<file path="config.mk">
export PLATFORM = sky130hd
export DESIGN_NAME = mux81_rr_arbiter_flat
export DESIGN_NICKNAME = d
export VERILOG_FILES = /design/src/rtl/mux81_arb_pkg.sv /design/src/rtl/mux81_rr_arbiter_if.sv /design/src/rtl/mux81.sv /design/src/rtl/mux81_rr_arbiter.sv /design/src/flat_wrapper.sv
export SDC_FILE = /design/constraint.sdc
export NUM_CORES = 1
export LEC_CHECK = 0
export CAP_MARGIN = 20
export CORE_MARGIN = 5
export CORE_UTILIZATION = 25
export CTS_CLUSTER_DIAMETER = 50
export DETAILED_ROUTE_END_ITERATION = 12
export PLACE_DENSITY = 0.49
export SLEW_MARGIN = 20
export SYNTH_ARGS = -nofsm -noshare
export SYNTH_HDL_FRONTEND = slang
export SYNTH_HIERARCHICAL = 1
export SYNTH_SLANG_ARGS = --single-unit
</file>
<file path="constraint.sdc">
create_clock -name clk -period 3.9 [get_ports clk]
set_input_delay 0.78 -clock clk [delete_from_list [all_inputs] [get_ports clk]]
set_output_delay 0.78 -clock clk [all_outputs]
set_load 0.01 [all_outputs]
</file>
<file path="src/rtl/mux81_arb_pkg.sv">
// Shared types, sizes and the round-robin winner search for the mux81 arbiter.
package mux81_arb_pkg;

    localparam int SEL_W   = 3;
    localparam int NUM_REQ = 8;

    typedef logic arb_state_t;
    localparam arb_state_t IDLE  = 1'b0;
    localparam arb_state_t GRANT = 1'b1;

    typedef struct packed {
        logic             found;
        logic [SEL_W-1:0] idx;
    } rr_pick_t;

    // First set request strictly after ptr, wrapping so ptr itself is tried last.
    function automatic rr_pick_t rr_next(input logic [NUM_REQ-1:0] req,
                                         input logic [SEL_W-1:0]   ptr);
        rr_pick_t         pick;
        logic [SEL_W-1:0] cand;
        pick = '0;
        for (int i = 1; i <= NUM_REQ; i++) begin
            cand = ptr + SEL_W'(i);
            if (!pick.found && req[cand]) begin
                pick.found = 1'b1;
                pick.idx   = cand;
            end
        end
        return pick;
    endfunction

endpackage

</file>
<file path="src/rtl/mux81_rr_arbiter_if.sv">
// Request/data/handshake bundle between the eight sources, the consumer and the arbiter.
interface mux81_rr_arbiter_if;
    import mux81_arb_pkg::*;

    logic [NUM_REQ-1:0] req;
    logic [7:0]         in1, in2, in3, in4, in5, in6, in7, in8;
    logic               out_ready;
    logic [7:0]         out;
    logic               out_valid;
    logic               out_last;
    logic [NUM_REQ-1:0] gnt;
    logic [SEL_W-1:0]   sel;
    logic               busy;

    modport master (
        output req, in1, in2, in3, in4, in5, in6, in7, in8, out_ready,
        input  out, out_valid, out_last, gnt, sel, busy
    );

    modport slave (
        input  req, in1, in2, in3, in4, in5, in6, in7, in8, out_ready,
        output out, out_valid, out_last, gnt, sel, busy
    );
endinterface

</file>
<file path="src/rtl/mux81.sv">
// 8:1 byte multiplexer; sel 0 picks in1 through sel 7 picking in8.
module mux81
    import mux81_arb_pkg::*;
(
    input  logic [7:0]       in1,
    input  logic [7:0]       in2,
    input  logic [7:0]       in3,
    input  logic [7:0]       in4,
    input  logic [7:0]       in5,
    input  logic [7:0]       in6,
    input  logic [7:0]       in7,
    input  logic [7:0]       in8,
    input  logic [SEL_W-1:0] sel,
    output logic [7:0]       out
);

    always_comb begin
        out = in1;
        case (sel)
            3'd0: out = in1;
            3'd1: out = in2;
            3'd2: out = in3;
            3'd3: out = in4;
            3'd4: out = in5;
            3'd5: out = in6;
            3'd6: out = in7;
            3'd7: out = in8;
            default: out = in1;
        endcase
    end

endmodule

</file>
<file path="src/rtl/mux81_rr_arbiter.sv">
// Round-robin burst arbiter driving the mux81 select toward one valid/ready consumer.
// Define MUX81_ARB_TIMEOUT_EN to revoke grants stalled for TIMEOUT cycles.
module mux81_rr_arbiter
    import mux81_arb_pkg::*;
#(
    parameter int BURST_LEN = 4,
    parameter int TIMEOUT   = 16
) (
    input  logic             clk,
    input  logic             rst_n,
    mux81_rr_arbiter_if.slave bus
);

    if (BURST_LEN < 1 || BURST_LEN > 15 || TIMEOUT < 1 || TIMEOUT > 255) begin : g_bad_params
        $error("mux81_rr_arbiter: BURST_LEN or TIMEOUT out of range");
    end

    localparam logic [3:0] LAST_CNT = 4'(BURST_LEN - 1);

    arb_state_t         state_q, state_d;
    logic [NUM_REQ-1:0] gnt_q, gnt_d;
    logic [SEL_W-1:0]   sel_q, sel_d;
    logic [SEL_W-1:0]   ptr_q, ptr_d;
    logic [3:0]         beat_cnt_q, beat_cnt_d;
    logic [7:0]         mux_out;
    logic               out_valid;
    logic               beat;
    logic               last_beat;
    logic               timeout_hit;
    rr_pick_t           pick;

    assign out_valid = (state_q == GRANT) && bus.req[sel_q];
    assign beat      = out_valid && bus.out_ready;
    assign last_beat = (beat_cnt_q == LAST_CNT);
    assign pick      = rr_next(bus.req, ptr_q);

`ifdef MUX81_ARB_TIMEOUT_EN
    localparam logic [7:0] STALL_LIM = 8'(TIMEOUT - 1);

    logic [7:0] stall_cnt_q, stall_cnt_d;
    logic       stall;

    assign stall       = out_valid && !bus.out_ready;
    assign timeout_hit = stall && (stall_cnt_q == STALL_LIM);

    always_comb begin
        stall_cnt_d = stall_cnt_q;
        if (state_d != GRANT || beat) begin
            stall_cnt_d = '0;
        end else if (stall) begin
            stall_cnt_d = stall_cnt_q + 8'd1;
        end
    end

    always_ff @(posedge clk or negedge rst_n) begin
        if (!rst_n) begin
            stall_cnt_q <= '0;
        end else begin
            stall_cnt_q <= stall_cnt_d;
        end
    end
`else
    assign timeout_hit = 1'b0;
`endif

    // ptr already holds the current winner, so any exit naturally resumes the search past it.
    always_comb begin
        state_d    = state_q;
        gnt_d      = gnt_q;
        sel_d      = sel_q;
        ptr_d      = ptr_q;
        beat_cnt_d = beat_cnt_q;
        if (state_q == IDLE) begin
            if (pick.found) begin
                state_d    = GRANT;
                gnt_d      = NUM_REQ'(1) << pick.idx;
                sel_d      = pick.idx;
                ptr_d      = pick.idx;
                beat_cnt_d = '0;
            end
        end else begin
            if (!bus.req[sel_q] || (beat && last_beat) || timeout_hit) begin
                state_d = IDLE;
                gnt_d   = '0;
            end else if (beat) begin
                beat_cnt_d = beat_cnt_q + 4'd1;
            end
        end
    end

    always_ff @(posedge clk or negedge rst_n) begin
        if (!rst_n) begin
            state_q    <= IDLE;
            gnt_q      <= '0;
            sel_q      <= '0;
            ptr_q      <= SEL_W'(NUM_REQ - 1);
            beat_cnt_q <= '0;
        end else begin
            state_q    <= state_d;
            gnt_q      <= gnt_d;
            sel_q      <= sel_d;
            ptr_q      <= ptr_d;
            beat_cnt_q <= beat_cnt_d;
        end
    end

    mux81 u_mux81 (
        .in1 (bus.in1),
        .in2 (bus.in2),
        .in3 (bus.in3),
        .in4 (bus.in4),
        .in5 (bus.in5),
        .in6 (bus.in6),
        .in7 (bus.in7),
        .in8 (bus.in8),
        .sel (sel_q),
        .out (mux_out)
    );

    assign bus.out       = out_valid ? mux_out : 8'd0;
    assign bus.out_valid = out_valid;
    assign bus.out_last  = out_valid && last_beat;
    assign bus.gnt       = gnt_q;
    assign bus.sel       = sel_q;
    assign bus.busy      = (state_q == GRANT);

endmodule
</file>
<file path="src/flat_wrapper.sv">
// flat-port wrapper written by rule: the top's interface ports become plain ports
module mux81_rr_arbiter_flat import mux81_arb_pkg::*;
#(
    parameter int BURST_LEN = 4,
    parameter int TIMEOUT   = 16
)
  (clk, rst_n, bus_req, bus_in1, bus_in2, bus_in3, bus_in4, bus_in5, bus_in6, bus_in7, bus_in8, bus_out_ready, bus_out, bus_out_valid, bus_out_last, bus_gnt, bus_sel, bus_busy);
  mux81_rr_arbiter_if bus_i ();
  input  logic clk;
  input  logic rst_n;
  input wire logic [$bits(bus_i.req)-1:0] bus_req;
  input wire logic [$bits(bus_i.in1)-1:0] bus_in1;
  input wire logic [$bits(bus_i.in2)-1:0] bus_in2;
  input wire logic [$bits(bus_i.in3)-1:0] bus_in3;
  input wire logic [$bits(bus_i.in4)-1:0] bus_in4;
  input wire logic [$bits(bus_i.in5)-1:0] bus_in5;
  input wire logic [$bits(bus_i.in6)-1:0] bus_in6;
  input wire logic [$bits(bus_i.in7)-1:0] bus_in7;
  input wire logic [$bits(bus_i.in8)-1:0] bus_in8;
  input wire logic [$bits(bus_i.out_ready)-1:0] bus_out_ready;
  output wire logic [$bits(bus_i.out)-1:0] bus_out;
  output wire logic [$bits(bus_i.out_valid)-1:0] bus_out_valid;
  output wire logic [$bits(bus_i.out_last)-1:0] bus_out_last;
  output wire logic [$bits(bus_i.gnt)-1:0] bus_gnt;
  output wire logic [$bits(bus_i.sel)-1:0] bus_sel;
  output wire logic [$bits(bus_i.busy)-1:0] bus_busy;
  assign bus_i.req = bus_req;
  assign bus_i.in1 = bus_in1;
  assign bus_i.in2 = bus_in2;
  assign bus_i.in3 = bus_in3;
  assign bus_i.in4 = bus_in4;
  assign bus_i.in5 = bus_in5;
  assign bus_i.in6 = bus_in6;
  assign bus_i.in7 = bus_in7;
  assign bus_i.in8 = bus_in8;
  assign bus_i.out_ready = bus_out_ready;
  assign bus_out = bus_i.out;
  assign bus_out_valid = bus_i.out_valid;
  assign bus_out_last = bus_i.out_last;
  assign bus_gnt = bus_i.gnt;
  assign bus_sel = bus_i.sel;
  assign bus_busy = bus_i.busy;
  mux81_rr_arbiter #(.BURST_LEN(BURST_LEN), .TIMEOUT(TIMEOUT)) u_core (.clk(clk), .rst_n(rst_n), .bus(bus_i));
endmodule
</file>
==> results_dict.tcl, run 1 <==
set metrics [dict create \
    p_int_mw 1.647 \
    layout.nets 414 \
    startpoint_type "input pin" \
    io_buffers 96 \
    crit_type "input pin to primary output" \
    hold_viol_final 0 \
    initial_core_util_pct 25.55 \
    root_buffer "clkbuf_8" \
    ys_async_sr_fraction_pct 100.0 \
    cts_tree "yes" \
    routed_via_density 5.051 \
    hpwl_um 6581 \
    clock_skew_ns 0.008234 \
    clkPwrFrac_pct 4.3 \
    period_needed_ns 3.689 \
    antenna_found_initial 0 \
    clk_latency_ns 0.26 \
    areaGrowthSynthToFinish_pct 48.50 \
    clk_path_buf_depth 2 \
    synth.distinct_cells 62 \
    p_leak_nw 1.456 \
    cp_top_family "buffers and inverters" \
    crit_arrival_ns 2.91 \
    clock_sinks 19 \
    diodes 0 \
    syn-num-nets 311 \
    cts_setup_buffers 0 \
    path_buf_inv 2 \
    crit_chain "clkdlybuf4s50_1, mux4_2, mux2i_1, nor2b_2, and3_1, clkdlybuf4s50_1" \
    antenna_left 0 \
    dieHeight_um 109.9 \
    drive_gt1_share_pct 19.70 \
    design_area_um2 3709 \
    synthesis.area_um2 2497 \
    setup-tns-final_ns 0 \
    p_seq_share_pct 11.8 \
    powerDensity_nw_per_um2 855.6 \
    slew-limit-headroom_pct 43.19 \
    critPathMaxStageDelay_ns 0.58 \
    gp_congestion 0.7947 \
    drt_first_pass_iters 5 \
    slowest_stage "clkdlybuf4s50_1" \
    maxCapViolations 0 \
    tightest_slew_ns 0.8495 \
    ys.flop_type "dfrtp_1" \
    fillers 1011 \
    ys_warn_count 6 \
    first_iter_violations 87 \
    syn_avg_cell_area_um2 10.72 \
    routedWlPerCell_um 17.50 \
    die-area_um2 12090 \
    rsz0062_at_grt "false" \
    routed_wl_um 8190 \
    fmax_mhz 271.1 \
    synth_edf_count 0 \
    htree_levels 1 \
    synth_cells 233 \
    die_w_um 109.9 \
    worst_path_most_repeated_cell "clkdlybuf4s50_1" \
    critPathCaptureType "primary output" \
    status "finished, final reports clean" \
    critPathRequiredTime_ns 3.12 \
    grt_pass1_wl_um 12640 \
    synth_seq_cells 19 \
    rows 36 \
    grt_max_degree 20 \
    grt_usage_pct 13.03 \
    coreArea_um2 9774 \
    vias 2364 \
    yosysSeqAreaShare_pct 19.19 \
    grt_pass1_vias 2421 \
    numCtsBuffers 3 \
    drc 0 \
    min_path_type "flip-flop to flip-flop" \
    p_switching_mw 1.526 \
    p_comb_share_pct 83.9 \
    grt_remaining_overflow 0 \
    crit_fanout 13 \
    ioPinCount 97 \
    vdd_drop_max_uv 329.9 \
    cts.reportedPaths.clkPinSlew_ns 0.07 \
    sw_frac_of_total_pct 48.10 \
    drv_slew 0 \
    min_period_over_period_pct 94.60 \
    setup_viol 0 \
    place_area_um2 3660 \
]
Yosys cell counts (all sizes together) (2+ instances only):
cell type  instances  area, um2
clkbuf             4      15.01
buf               13      92.59
nor2b              3      18.77
o221a              2      22.52
and3               3      18.77
o32ai              2      36.29
a21oi              6      30.03
dfstp              3      78.83
a31o               2      17.52
a211oi             5      42.54
mux2i             17      170.2
a22o               4      35.03
nor3               5      25.02
nand2b             7      43.79
o22a               2      17.52
ha                 3      37.54
nand3              6      30.03
xor2               2      17.52
nor2              10      40.04
a2bb2oi            2      17.52
and2              11      68.82
inv                6      22.52
mux2              11      127.6
o311a              2      20.02
mux4              25      608.1
o31ai              2      28.78
xnor2              4      42.55
a21o               4      30.03
o21ai              7      35.03
nand2             21      78.83
dfrtp             16      400.4
a32o               4      40.04
a221oi             2      41.29
tightest hold or removal path, stage by stage (launching register included):
cell,delay (ns)
dfrtp_1,0.35
nand2_1,0.07
o41ai_2,0.05
through the flow:
step | cells | hold slack (ns) | total power [mW] | worst slack (ns) | util [%]
floorplan | 233 | 0.4844 | 2.289 | 0.4520 | -
detailed placement | 464 | 0.4785 | 3.041 | -0.06196 | 37.44
CTS | 468 | 0.5008 | 3.197 | 0.1827 | 37.94
global route | 468 | 0.5155 | 3.452 | 0.01942 | 37.94
global placement | 464 | 0.4754 | 3.036 | -0.06855 | 37.44
finish | 468 | 0.4987 | 3.173 | 0.2108 | 37.94
flip-flops by register name (all words and copies together) (netlist names):
signal,cells
u_core/ptr_q,3
u_core/bus.busy,1
u_core/bus.sel,3
u_core/beat_cnt_q,4
u_core/bus.gnt,8
cells in the final DEF, fill, tap and decap left out, types with 5 or more instances in the layout:
cell,instances
a21oi_1,6
dfrtp_1,16
clkdlybuf4s50_1,96
buf_4,19
and2_1,11
mux4_1,12
mux2_2,10
nand3_1,6
o21ai_0,5
mux4_2,13
nand2b_1,7
nor3_1,5
nand2_1,21
nor2_1,9
mux2i_1,17
what timing repair did:
item                       4_1_cts  5_1_grt
resized for setup                1        0
hold buffers                     0        0
setup endpoints to repair        9        0
power by group through the flow:
stage	sequential [mW]	clock, mW	combinational [mW]
after global placement	0.384	0	2.65
final	0.376	0.136	2.66
after global routing	0.391	0.149	2.91
after floorplan	0.346	0	1.94
after CTS	0.379	0.140	2.68
after detailed placement	0.382	0	2.66
cells by family (layout without fill, tap and decap cells):
| family | count (synthesis) | in the layout | share of synthesized area (%) |
|---|---|---|---|
| and+or+nand+nor | 72 | 72 | 15.03 |
| xor gates and xnor gates | 6 | 6 | 2.405 |
| muxes | 53 | 53 | 36.27 |
| AOI/OAI and AO/OA | 57 | 57 | 20.39 |
| adders and majority gates | 3 | 3 | 1.503 |
| buffers and inverters | 23 | 125 | 5.210 |
| DFF | 19 | 19 | 19.19 |
routing by layer:
layer / vias to the layer above / routed length, um / GRT usage, %
met5: - / 0 / 0
met4: 0 / 51 / 1.603
met3: 6 / 374 / 2.290
met2: 58 / 3944 / 20.62
met1: 1155 / 3820 / 19.00
li1: 1145 / - / -
final timing paths:
check / cells past startpoint / slack (ns) / to / startpoint
max in group asynchronous: 1 / 2.36 / u_core/bus.sel[0] / rst_n
setup reg to reg: 10 / 0.41 / u_core/bus.gnt[6] / u_core/ptr_q[0]
min in group asynchronous: 1 / 1.00 / u_core/beat_cnt_q[1] / rst_n
hold / removal: 2 / 0.50 / u_core/bus.gnt[7] / u_core/bus.gnt[7]
setup / recovery: 6 / 0.21 / bus_out_last / bus_req[1]
hold reg to reg: 2 / 0.50 / u_core/bus.gnt[7] / u_core/bus.gnt[7]
layout make-up:
| cell class | count | area, um2 | share of cell area [%] |
|---|---|---|---|
| Sequential cell | 19 | 479.2 | 12.92 |
| Timing Repair Buffer | 115 | 1104 | 29.76 |
| Clock inverter | 1 | 5.005 | 0.1350 |
| Multi-Input combinational cell | 191 | 1891 | 50.98 |
| Inverter | 6 | 22.52 | 0.6073 |
| Clock buffer | 3 | 41.29 | 1.113 |
| Tap cell | 133 | 166.4 | 4.487 |
No activity file was read; power rests on OpenSTA's default activity.
==> inputs of run 2 (changes only) <==
--- a/config.mk
+++ b/config.mk
@@ -10,9 +10,8 @@
 export CORE_UTILIZATION = 25
 export CTS_CLUSTER_DIAMETER = 50
 export DETAILED_ROUTE_END_ITERATION = 12
-export PLACE_DENSITY = 0.49
+export PLACE_DENSITY = 0.51
 export SLEW_MARGIN = 20
 export SYNTH_ARGS = -nofsm -noshare
 export SYNTH_HDL_FRONTEND = slang
-export SYNTH_HIERARCHICAL = 1
 export SYNTH_SLANG_ARGS = --single-unit
==> constraint.sdc (replaced) <==
create_clock -name clk -period 3 [get_ports clk]
set_input_delay 0.6 -clock clk [delete_from_list [all_inputs] [get_ports clk]]
set_output_delay 0.6 -clock clk [all_outputs]
set_load 0.01 [all_outputs]
==> results_dict.tcl, run 2 <==
set metrics [dict create \
    grt_pass1_vias 2501 \
    crit_arrival_ns 2.33 \
    layout.nets 466 \
    routed_via_density 4.998 \
    first_iter_violations 129 \
    drc 0 \
    routedWlPerCell_um 16.65 \
    synth_seq_cells 19 \
    synthesis.area_um2 2407 \
    cts.reportedPaths.clkPinSlew_ns 0.07 \
    drt_first_pass_iters 4 \
    vdd_drop_max_uv 398.4 \
    p_total_mw 4.339 \
    layout_commonest_cell "clkdlybuf4s50_1" \
    setup-tns-final_ns 0 \
    syn-num-nets 341 \
    critPathCaptureType "primary output" \
    synthTopCellsByArea "dfrtp_1 (17%), mux2i_1 (11%), mux4_2 (11%)" \
    placedCellCount 505 \
    maxCapViolations 0 \
    tightest_slew_ns 0.8827 \
    endpoint "bus_out[1]" \
    numCtsBuffers 3 \
    crit_start "bus_req[2]" \
    grt_usage_pct 14.09 \
    coreArea_um2 9328 \
    hold_viol_final 0 \
    ys_async_sr_fraction_pct 100.0 \
    clk_path_buf_depth 2 \
    areaGrowthSynthToFinish_pct 59.56 \
    fmax_mhz 341.3 \
    p_leak_nw 1.613 \
    rsz0062_at_grt "true" \
    gp_congestion 0.8893 \
    initial_core_util_pct 25.81 \
    vias 2579 \
    drv_slew 0 \
    slew-limit-headroom_pct 40.97 \
    grt_remaining_overflow 0 \
    antenna_found_initial 0 \
    critPathMaxStageDelay_ns 0.51 \
    crit_type "input pin to primary output" \
    ioPinCount 97 \
    hpwl_um 6980 \
    fin_util_pct 41.18 \
    synth_cells 263 \
    syn_avg_cell_area_um2 9.153 \
    die_w_um 108.1 \
    min_path_type "flip-flop to flip-flop" \
    clock_skew_ns 0.006820 \
    setup_viol 0 \
    startpoint_type "input pin" \
    synth_edf_count 0 \
    slowest_stage "mux4_2" \
    clock_sinks 19 \
    r2r_slack_ns 0.20 \
    routed_wl_um 8593 \
    mostFrequentLayoutCells "clkdlybuf4s50_1 (81), buf_4 (35), mux2i_1 (26)" \
    crit_chain "clkdlybuf4s50_1, mux4_2, mux2i_4, nand2b_4, buf_6, buf_4, nor3_1, buf_2" \
    final_cells 516 \
    critPathRequiredTime_ns 2.40 \
    antenna_left 0 \
    grt_max_degree 20 \
    cts_tree "yes" \
    grt_pass1_wl_um 13190 \
    drive_gt1_share_pct 24.81 \
    yosysSeqAreaShare_pct 19.91 \
    status "finished, final reports clean" \
    synth_top_area_share_pct 16.63 \
    cp_num_cells 8 \
    cp_top_family "buffers and inverters" \
    r2r_end "u_core.beat_cnt_q[3]" \
    ys_warn_count 0 \
    crit_fanout 7 \
    diodes 0 \
    min_period_over_period_pct 97.66 \
    design_area_um2 3841 \
    largest_reg_flops 8 \
    period_needed_ns 2.930 \
    dieHeight_um 108.1 \
    powerDensity_nw_per_um2 1130 \
    clk_latency_ns 0.25 \
    ys.flop_type "dfrtp_1" \
    io_buffers 96 \
    synth.distinct_cells 56 \
    place_area_um2 3700 \
    synth_most_common_cell "mux2i_1" \
    synth_top_area_cell "dfrtp_1" \
    holdBufCountCts 0 \
    die-area_um2 11690 \
    root_buffer "clkbuf_8" \
    synth_common_cells "mux2i_1 (27), o21ai_0 (24), nor2_1 (23)" \
    htree_levels 1 \
    r2r-start "u_core.ptr_q[0]" \
    ff2ff_path_depth 9 \
    path_buf_inv 4 \
    rows 35 \
]
[run 2: changes by cell type after synthesis, moves of 8 or more]
cell,delta
a21oi_1,+8
nor2_1,+14
and2_1,-8
o21ai_0,+19
mux2i_1,+10
[run 2: per-stage QoR]
step	setup WS [ns]	hold slack, ns
after floorplan	0.01244	0.3044
after global placement	-0.3023	0.4849
after detailed placement	-0.3382	0.4892
after CTS	-0.008995	0.5052
after global routing	-0.03429	0.5103
final	0.07022	0.4968
[run 2: final cells by class]
class	count	area, um2
well taps	129	161.4
fillers	937	5487
clock inverters	1	5.005
flip-flops and latches	19	479.2
repair buffers	138	1270
multi-input cells	214	1834
inverters	12	50.05
clock buffers	3	41.29
[run 2: worst min path at each step]
stage	start	end	slack, ns	cells after the start
2_1_floorplan	rst_n	u_core.beat_cnt_q[0]	0.30	0
3_5_place_dp	u_core.bus.gnt[0]	u_core.bus.gnt[0]	0.49	1
3_3_place_gp	u_core.bus.gnt[0]	u_core.bus.gnt[0]	0.48	1
4_1_cts	u_core.bus.gnt[0]	u_core.bus.gnt[0]	0.51	1
6_report	u_core.bus.gnt[7]	u_core.bus.gnt[7]	0.50	1
5_1_grt	u_core.bus.gnt[7]	u_core.bus.gnt[7]	0.51	1
[run 2: what timing repair did]
item / 4_1_cts / 5_1_grt
gates resized for setup: 24 / 38
pin swaps: 0 / 4
gates cloned: 0 / 0
endpoints found under the setup margin: 10 / 24
setup buffers: 2 / 5
[run 2: cells by family after synthesis]
logic type	synth area share (%)
compound gates	23.29
simple gates	15.49
mux	32.07
buf+inv	6.289
flops	19.91
xor+xnor	1.404
fa+ha+maj	1.559
[run 2: power by group]
group	internal (mW)	leakage, nW	switching [mW]	total, mW
clock	0.0921	0.0255	0.0841	0.176
combinational	1.83	1.35	1.86	3.69
sequential	0.367	0.240	0.105	0.472
[run 2: per-layer routing]
metal / wire (um) / track usage (%)
met4: 114 / 2.885
met3: 296 / 1.373
met1: 3780 / 19.65
met5: 0 / 0
met2: 4403 / 23.76
[run 2: worst register-to-register path: cells and delay by family (launching register included)]
kind / cells / cell delay [ns]
adders and majority gates: 1 / 0.30
muxes: 3 / 1.00
AOI/OAI and AO/OA: 2 / 0.38
and+or+nand+nor: 2 / 0.43
buffers and inverters: 1 / 0.07
DFF: 1 / 0.54
